[src/rtl/rx_pkg.sv]
// Shared constants and helpers for the receive-side word path.
package rx_pkg;
  localparam int BYTE_W = 8;

  function automatic int level_w(input int depth);
    return $clog2(depth) + 1;
  endfunction
endpackage

[src/rtl/sync_fifo.sv]
// Show-ahead synchronous FIFO; head word presented combinationally, 0 when empty.
module sync_fifo
  import rx_pkg::*;
#(
  parameter  int W     = 32,
  parameter  int DEPTH = 4,
  localparam int LW    = level_w(DEPTH)
) (
  input  logic          CLK,
  input  logic          reset,
  input  logic          push,
  input  logic          pop,
  input  logic [W-1:0]  din,
  output logic [W-1:0]  dout,
  output logic [LW-1:0] level,
  output logic          full,
  output logic          empty
);
  localparam int AW = $clog2(DEPTH);

  logic [W-1:0]  mem [DEPTH];
  logic [AW-1:0] wr_ptr, rd_ptr;
  logic          do_push, do_pop;

  assign empty   = (level == '0);
  assign full    = (level == LW'(DEPTH));
  assign do_pop  = pop & ~empty;
  // a pop frees the slot the push needs, so full+push+pop proceeds
  assign do_push = push & (~full | do_pop);
  assign dout    = empty ? '0 : mem[rd_ptr];

  always_ff @(posedge CLK) begin
    if (reset) begin
      wr_ptr <= '0;
      rd_ptr <= '0;
      level  <= '0;
    end else begin
      if (do_push) wr_ptr <= wr_ptr + 1'b1;
      if (do_pop)  rd_ptr <= rd_ptr + 1'b1;
      level <= level + LW'(do_push) - LW'(do_pop);
    end
  end

  always_ff @(posedge CLK) begin
    if (do_push) mem[wr_ptr] <= din;
  end
endmodule

[src/rtl/receiver_word_fifo.sv]
// Packs received UART bytes into words and queues them for write-back,
// with byte-order select, partial-word timeout and sticky overflow.
module receiver_word_fifo
  import rx_pkg::*;
#(
  parameter  int WORD_BYTES     = 4,
  parameter  int DEPTH          = 4,
  parameter  bit BIG_ENDIAN     = 1'b1,
  parameter  int TIMEOUT_CYCLES = 0,
  localparam int W              = BYTE_W * WORD_BYTES,
  localparam int LW             = level_w(DEPTH)
) (
  input  logic              CLK,
  input  logic              reset,
  input  logic [BYTE_W-1:0] rx_data,
  input  logic              rx_valid,
  input  logic              pop,
  input  logic              clear_overflow,
  output logic [W-1:0]      word_data,
  output logic              word_valid,
  output logic [LW-1:0]     level,
  output logic              overflow,
  output logic              partial_drop
);
  localparam int CW    = (WORD_BYTES > 1) ? $clog2(WORD_BYTES) : 1;
  localparam bit TO_EN = (TIMEOUT_CYCLES > 0);
  localparam int TW    = TO_EN ? $clog2(TIMEOUT_CYCLES + 1) : 1;
  localparam logic [TW-1:0] TO_LAST = TW'(TO_EN ? TIMEOUT_CYCLES - 1 : 0);

  logic [CW-1:0] byte_cnt;
  logic [W-1:0]  asm_q, asm_next;
  logic [TW-1:0] idle_cnt;
  logic          last_byte, expire, drop;
  logic          fifo_full, fifo_empty;

  assign last_byte = rx_valid && (byte_cnt == CW'(WORD_BYTES - 1));

  generate
    if (WORD_BYTES == 1) begin : g_one
      assign asm_next = rx_data;
    end else if (BIG_ENDIAN) begin : g_be
      assign asm_next = {asm_q[W-BYTE_W-1:0], rx_data};
    end else begin : g_le
      assign asm_next = {rx_data, asm_q[W-1:BYTE_W]};
    end
  endgenerate

  // expiry edge is the one that would take the idle count to TIMEOUT_CYCLES;
  // a byte landing on that edge keeps the partial word alive
  assign expire = TO_EN && !rx_valid && (byte_cnt != '0) && (idle_cnt == TO_LAST);
  assign drop   = last_byte && fifo_full && !pop;

  always_ff @(posedge CLK) begin
    if (reset) begin
      byte_cnt     <= '0;
      asm_q        <= '0;
      idle_cnt     <= '0;
      overflow     <= 1'b0;
      partial_drop <= 1'b0;
    end else begin
      partial_drop <= expire;
      if (expire) begin
        byte_cnt <= '0;
        asm_q    <= '0;
        idle_cnt <= '0;
      end else if (rx_valid) begin
        byte_cnt <= last_byte ? '0 : byte_cnt + 1'b1;
        asm_q    <= asm_next;
        idle_cnt <= '0;
      end else if (TO_EN && byte_cnt != '0) begin
        idle_cnt <= idle_cnt + 1'b1;
      end else begin
        idle_cnt <= '0;
      end
      if (drop)                overflow <= 1'b1;
      else if (clear_overflow) overflow <= 1'b0;
    end
  end

  sync_fifo #(.W(W), .DEPTH(DEPTH)) u_fifo (
    .CLK   (CLK),
    .reset (reset),
    .push  (last_byte),
    .pop   (pop),
    .din   (asm_next),
    .dout  (word_data),
    .level (level),
    .full  (fifo_full),
    .empty (fifo_empty)
  );

  assign word_valid = ~fifo_empty;
endmodule

[config.mk]
export PLATFORM = sky130hd
export DESIGN_NAME = receiver_word_fifo
export DESIGN_NICKNAME = d
export VERILOG_FILES = /design/src/rtl/rx_pkg.sv /design/src/rtl/sync_fifo.sv /design/src/rtl/receiver_word_fifo.sv
export SDC_FILE = /design/constraint.sdc
export NUM_CORES = 1
export LEC_CHECK = 0
export ABC_AREA = 1
export ABC_CLOCK_PERIOD_IN_PS = 3200
export BUFFER_PORTS_ARGS = -buffer_cell sky130_fd_sc_hd__buf_2
export CAP_MARGIN = 30
export CELL_PAD_IN_SITES_DETAIL_PLACEMENT = 1
export CELL_PAD_IN_SITES_GLOBAL_PLACEMENT = 1
export CORE_UTILIZATION = 47
export DETAILED_ROUTE_END_ITERATION = 6
export PLACE_DENSITY = 0.8
export SLEW_MARGIN = 20
export SYNTH_ARGS = -nofsm -noshare
export SYNTH_HDL_FRONTEND = slang
export SYNTH_SLANG_ARGS = --single-unit
export TNS_END_PERCENT = 100
[constraint.sdc]
create_clock -name CLK -period 3.2 [get_ports CLK]
set_input_delay 0.32 -clock CLK [delete_from_list [all_inputs] [get_ports CLK]]
set_output_delay 0.32 -clock CLK [all_outputs]
set_load 0.02 [all_outputs]
==> flow_metrics.env, run 1 <==
export IMPL_grt_max_degree=65
export IMPL_power_share_sequential_pct=38.7
export IMPL_clock_sinks=164
export IMPL_h_tree_depth=4
export IMPL_max_slew_margin_pct=46.8
export IMPL_nNetsFinal=637
export IMPL_cts_setup_buffers=0
export IMPL_crit_fanout=23
export IMPL_synthTopCellsByArea="edfxtp_1 60%, dfxtp_1 11%, nor2_1 11%"
export IMPL_overflow=0
export IMPL_leakage_nw=2.78
export IMPL_initial_core_util_pct=48.3
export IMPL_vias=4265
export IMPL_drc=0
export IMPL_drt_iter0_markers=292
export IMPL_cpPeakStageDelay_ns=0.40
export IMPL_min_delay_path_class="in2reg"
export IMPL_clock_path_buffers=2
export IMPL_routedWlPerCell_um=19.1
export IMPL_cap_violations=0
export IMPL_yosys_area_top_type="edfxtp_1"
export IMPL_root_buffer="clkbuf_16"
export IMPL_hold_viol_final=0
export IMPL_mappedNetlistNets=591
export IMPL_crit_path_end_kind="output pin"
export IMPL_syn_area_sq_mm=0.00642
export IMPL_period_needed_ns=2.53
export IMPL_core_rowCount=42
export IMPL_arrival_ns=2.21
export IMPL_slowest_stage="buf_4"
export IMPL_insertion_delay_ns=0.44
export IMPL_start_kind="flop"
export IMPL_firstDrtPassIters=5
export IMPL_rsz0062_at_grt="false"
export IMPL_ios=51
export IMPL_swShare_pct=33.8
export IMPL_switchingPower_mw=2.12
export IMPL_vias_per_cell=5.30
export IMPL_criticalPathCategory="reg2out"
export IMPL_synth_seq_cells=164
export IMPL_netlist_cell_type_count=23
export IMPL_fmax_mhz=396
export IMPL_comb_power_share_pct=28.0
export IMPL_finalWirelength_mm=15.4
export IMPL_io_buffers=49
export IMPL_area_growth_pct=15.0
export IMPL_coreArea_sq_mm=0.0133
export IMPL_yosysSeqAreaShare_pct=71.1
export IMPL_die_h_um=119
export IMPL_mostFrequentLayoutCells="187 x nor2_1, 128 x edfxtp_1, 52 x o21ai_0"
export IMPL_skew_ns=0.00531
export IMPL_report_final_slew_viol_count=0
export IMPL_synthCells=570
export IMPL_pwr_share_clk_pct=33.3
export IMPL_tns_ns=0
export IMPL_grt_usage_pct=23.7
export IMPL_dieArea_sq_mm=0.0141
export IMPL_cts_inserted_buffers=17
export IMPL_post_dp_hpwl_mm=8.74
export IMPL_powerDensity_mw_per_mm2=849
export IMPL_cts_hold_buffers=0
export IMPL_drive_gt1_share_pct=14.6
export IMPL_ys_warn_count=0
export IMPL_grt_pass1_vias=4681
export IMPL_fin_area_sq_mm=0.00739
export IMPL_intPower_mw=4.15
export IMPL_status="complete, no violations"
export IMPL_crit_family="buffers and inverters"
export IMPL_antenna_left=0
export IMPL_setup_viol=0
export IMPL_crit_chain="nor2_1 -> nand2_1 -> inv_1 -> buf_4 -> a21oi_1 -> buf_2"
export IMPL_worstMarginPinSlew_ns=0.797
export IMPL_mostFrequentLayoutCell="nor2_1"
export IMPL_die_w_um=119
export IMPL_avgSynthCellArea_sq_um=11.3
export IMPL_gp_congestion=0.701
export IMPL_crit_required_ns=2.88
export IMPL_cts_resized=0
export IMPL_cts_tree="done"
export IMPL_diodes=0
export IMPL_fin_crit_sh_pct=78.9
export IMPL_postPlaceCellArea_sq_mm=0.00679
export IMPL_crit_buf_inv=3
export IMPL_antenna_found_initial=0
export IMPL_power_total_mw=6.28
export IMPL_path_clk_slew_ns=0.06
export IMPL_yosysTopAreaCellShare_pct=59.8
export IMPL_ir_drop_mv=0.568
export IMPL_grt_first_pass_wirelength_mm=24.7
[metrics by stage]
| stage | hold WS (ns) | worst slack (ns) | util, % | instances |
|---|---|---|---|---|
| final | 0.129 | 0.675 | 55.6 | 805 |
| after global routing | 0.134 | 0.508 | 55.6 | 805 |
| after CTS | 0.116 | 0.622 | 55.6 | 805 |
| after detailed placement | 0.453 | 1.02 | 51.1 | 773 |
| after global placement | 0.451 | 1.12 | 50.9 | 772 |
| after floorplan | 0.389 | 0.584 | - | 570 |
[sequential cells by signal, indices dropped and copies added, names as in the netlist, named ones only]
register	count
u_fifo.mem	128
asm_q	24
overflow	1
u_fifo.wr_ptr	2
u_fifo.level	3
byte_cnt	2
u_fifo.rd_ptr	2
[path summary, 6_finish.rpt]
kind,start,slack (ns),end,depth (start not counted)
hold / removal,rx_data[6],0.13,u_fifo.mem[0][6],1
hold reg to reg,overflow,0.47,overflow,2
setup reg to reg,u_fifo.level[1],1.08,u_fifo.level[2],10
setup / recovery,u_fifo.level[1],0.67,word_data[17],6
[layer usage]
metal  vias to the layer above  track usage (%)  part of all wire [%]
met5                         -                0                     0
met4                         0             10.6                   2.0
met3                        26             5.32                   4.4
met2                       104             41.8                    53
met1                      2103             27.5                    41
li1                       2032                -                     -
[layout make-up]
class,count,area [sq um]
Fill cell,1409,5910
Sequential cell,164,4570
Clock inverter,13,164
Multi-Input combinational cell,349,1570
Tap cell,176,220
Clock buffer,19,433
Timing Repair Buffer,58,333
Inverter,26,98.8
[synthesized netlist by cell type]
cell / number
nor2_1: 191
edfxtp_1: 128
o21ai_0: 52
o21ai_1: 37
a21oi_1: 36
dfxtp_1: 36
inv_1: 24
nand2_1: 15
clkbuf_1: 11
buf_2: 7
buf_6: 7
ha_1: 7
nand3_1: 5
buf_4: 4
clkbuf_2: 2
clkinv_2: 1
conb_1: 1
fa_1: 1
inv_2: 1
nand4_1: 1
nor3_1: 1
xnor2_1: 1
xor2_1: 1
[power by group through the flow]
stage / clock network [mW] / logic, mW / registers (mW)
floorplan: 0 / 1.24 / 2.47
global placement: 0 / 1.69 / 2.47
detailed placement: 0 / 1.77 / 2.47
CTS: 2.11 / 1.79 / 2.43
global route: 2.17 / 1.93 / 2.44
finish: 2.09 / 1.76 / 2.43
[cells by family (layout without fill, tap and decap cells)]
logic type,after synthesis,count (layout),synth area share (%)
buffers and inverters,57,116,4.58
adders and majority gates,8,8,1.68
and+or+nand+nor,213,213,12.6
DFF,164,164,71.1
other,1,1,0.0584
AOI/OAI and AO/OA,125,125,9.74
xor gates and xnor gates,2,2,0.273
Note: power is estimated with default switching activity, not from simulation.
==> run 2: changes to the inputs <==
--- a/config.mk
+++ b/config.mk
@@ -6,7 +6,7 @@
 export NUM_CORES = 1
 export LEC_CHECK = 0
 export ABC_AREA = 1
-export ABC_CLOCK_PERIOD_IN_PS = 3200
+export ABC_CLOCK_PERIOD_IN_PS = 2600
 export BUFFER_PORTS_ARGS = -buffer_cell sky130_fd_sc_hd__buf_2
 export CAP_MARGIN = 30
 export CELL_PAD_IN_SITES_DETAIL_PLACEMENT = 1
==> constraint.sdc (replaced) <==
create_clock -name CLK -period 2.6 [get_ports CLK]
set_input_delay 0.26 -clock CLK [delete_from_list [all_inputs] [get_ports CLK]]
set_output_delay 0.26 -clock CLK [all_outputs]
set_load 0.02 [all_outputs]
==> run 2 against run 1 <==
Against the previous run:
- count of clock-buffer cells in the layout up 10
- clock power up 29%
- register-to-register slack worse by 0.60 ns
- global-route usage up 0.061 points
- clock skew up 0.0028 ns
- power up 26%
- core utilization up 0.67 points
- combinational power up 24%
- non-clock buffer count up 5
- flip-flop and latch count unchanged
- critical path depth unchanged
==> flow_metrics.env, run 2 (synthesized netlist as in run 1, its figures left out) <==
export IMPL_tns_ns=0
export IMPL_finalWirelength_mm=15.5
export IMPL_crit_family="buffers and inverters"
export IMPL_arrival_ns=2.01
export IMPL_cpPeakStageDelay_ns=0.41
export IMPL_die_h_um=119
export IMPL_post_dp_hpwl_mm=9.10
export IMPL_place_worst_setup_slack_ns=0.460
export IMPL_antenna_found_initial=0
export IMPL_grt_first_pass_wirelength_mm=24.8
export IMPL_clock_sinks=164
export IMPL_gp_congestion=0.747
export IMPL_drive_gt1_share_pct=15.8
export IMPL_mostFrequentLayoutCells="187 x nor2_1, 128 x edfxtp_1, 52 x o21ai_0"
export IMPL_grt_usage_pct=23.7
export IMPL_fin_crit_sh_pct=87.4
export IMPL_insertion_delay_ns=0.42
export IMPL_diodes=0
export IMPL_fillers=1404
export IMPL_min_delay_path_class="in2reg"
export IMPL_crit_chain="inv_1 -> buf_4 -> nor2_1 -> o21ai_0 -> a21oi_1 -> buf_2"
export IMPL_core_rowCount=42
export IMPL_crit_buf_inv=3
export IMPL_reg_top3="u_fifo.mem: 128 flops, asm_q: 24 flops, u_fifo.level: 3 flops"
export IMPL_root_buffer="clkbuf_16"
export IMPL_crit_required_ns=2.34
export IMPL_largest_register_ffs=128
export IMPL_cts_hold_buffers=0
export IMPL_drt_iter0_markers=401
export IMPL_vias=4326
export IMPL_hold_viol_final=0
export IMPL_max_slew_margin_pct=43.2
export IMPL_start_kind="flop"
export IMPL_grt_pass1_vias=4756
export IMPL_die_w_um=119
export IMPL_rrSetupSlack_ns=0.48
export IMPL_skew_ns=0.00815
export IMPL_clock_path_buffers=2
export IMPL_fmax_mhz=440
export IMPL_cts_setup_buffers=0
export IMPL_rsz0062_at_grt="false"
export IMPL_report_final_slew_viol_count=0
export IMPL_status="complete, no violations"
export IMPL_fin_ws_ns=0.328
export IMPL_whs_path_depth=1
export IMPL_min_to="u_fifo.mem[0][7]"
export IMPL_cts_tree="done"
export IMPL_cts_inserted_buffers=17
export IMPL_criticalPathCategory="reg2out"
export IMPL_slowest_stage="inv_1"
export IMPL_drc=0
export IMPL_mostFrequentLayoutCell="nor2_1"
export IMPL_coreArea_sq_mm=0.0133
export IMPL_r2r_start="u_fifo.level[0]"
export IMPL_overflow=0
export IMPL_h_tree_depth=4
export IMPL_grt_max_degree=37
export IMPL_setup_viol=0
export IMPL_crit_fanout=19
export IMPL_vias_per_cell=5.34
export IMPL_worstMarginPinSlew_ns=0.850
export IMPL_initial_core_util_pct=48.3
export IMPL_io_buffers=49
export IMPL_cts_resized=0
export IMPL_routedWlPerCell_um=19.2
export IMPL_powerDensity_mw_per_mm2=1060
export IMPL_nNetsFinal=642
export IMPL_ir_drop_mv=0.707
export IMPL_ios=51
export IMPL_top_register="u_fifo.mem"
export IMPL_hp_start="rx_data[7]"
export IMPL_firstDrtPassIters=5
export IMPL_antenna_left=0
export IMPL_crit_path_end_kind="output pin"
export IMPL_dieArea_sq_mm=0.0141
export IMPL_area_growth_pct=16.4
export IMPL_power_total_mw=7.90
export IMPL_leakage_nw=2.83
export IMPL_path_clk_slew_ns=0.06
export IMPL_rr_endpoint="u_fifo.level[2]"
export IMPL_r2r_cells=10
export IMPL_cap_violations=0
export IMPL_period_needed_ns=2.27
[run 2: changes by cell type in the layout (fill, tap and decap cells not counted)]
| cell | change |
|---|---|
| buf_4 | +6 |
| clkbuf_16 | +5 |
| clkbuf_8 | +5 |
| clkinv_2 | -4 |
| bufinv_16 | -3 |
| clkinv_1 | -3 |
| buf_16 | -1 |
| clkinvlp_4 | -1 |
| inv_4 | +1 |
[run 2: cell type report]
class                           instances  area [sq um]  area share, %
Sequential cell                       164          4570           61.1
Tap cell                              176           220           2.95
Timing Repair Buffer                   63           350           4.69
Clock inverter                          3          41.3          0.552
Inverter                               26          98.8           1.32
Multi-Input combinational cell        349          1570           21.1
Clock buffer                           29           627           8.38
[run 2: worst register-to-register path, stage by stage, from the launching register on]
cell	delay, ns
dfxtp_1	0.33
nor2_1	0.20
nand2_1	0.17
nand2_1	0.12
inv_1	0.07
ha_1	0.27
inv_1	0.05
ha_1	0.19
fa_1	0.39
xor2_1	0.17
nor2_1	0.05
[run 2: per-layer routing]
metal	up-vias	track usage [%]	wire length (um)	part of all wire, %
met3	23	5.41	681	4.4
met1	2170	27.1	6330	41
met5	-	0	0	0
met4	0	10.8	246	1.6
li1	2046	-	-	-
met2	87	42.3	8280	53
[run 2: where the power goes]
group          switching, mW  total, mW  internal [mW]
combinational           1.54       2.18          0.637
clock                  0.967       2.70           1.74
sequential             0.109       3.02           2.91
[run 2: worst max path at each step]
stage	endpoint	slack, ns	cells after the start
5_1_grt	word_data[10]	0.17	6
6_report	word_data[10]	0.33	6
3_3_place_gp	u_fifo.level[2]	0.68	10
4_1_cts	word_data[10]	0.27	6
2_1_floorplan	u_fifo.mem[0][0]	-0.02	4
3_5_place_dp	u_fifo.level[2]	0.46	10
[run 2: metrics by stage]
| stage | area, sq um | util, % | std cells | hold WS, ns |
|---|---|---|---|---|
| after floorplan | 6420 | - | 570 | 0.329 |
| after global placement | 6810 | 51.2 | 778 | 0.451 |
| after detailed placement | 6810 | 51.2 | 778 | 0.465 |
| after CTS | 7480 | 56.2 | 810 | 0.0669 |
| after global routing | 7480 | 56.2 | 810 | 0.0675 |
| final | 7480 | 56.2 | 810 | 0.0896 |
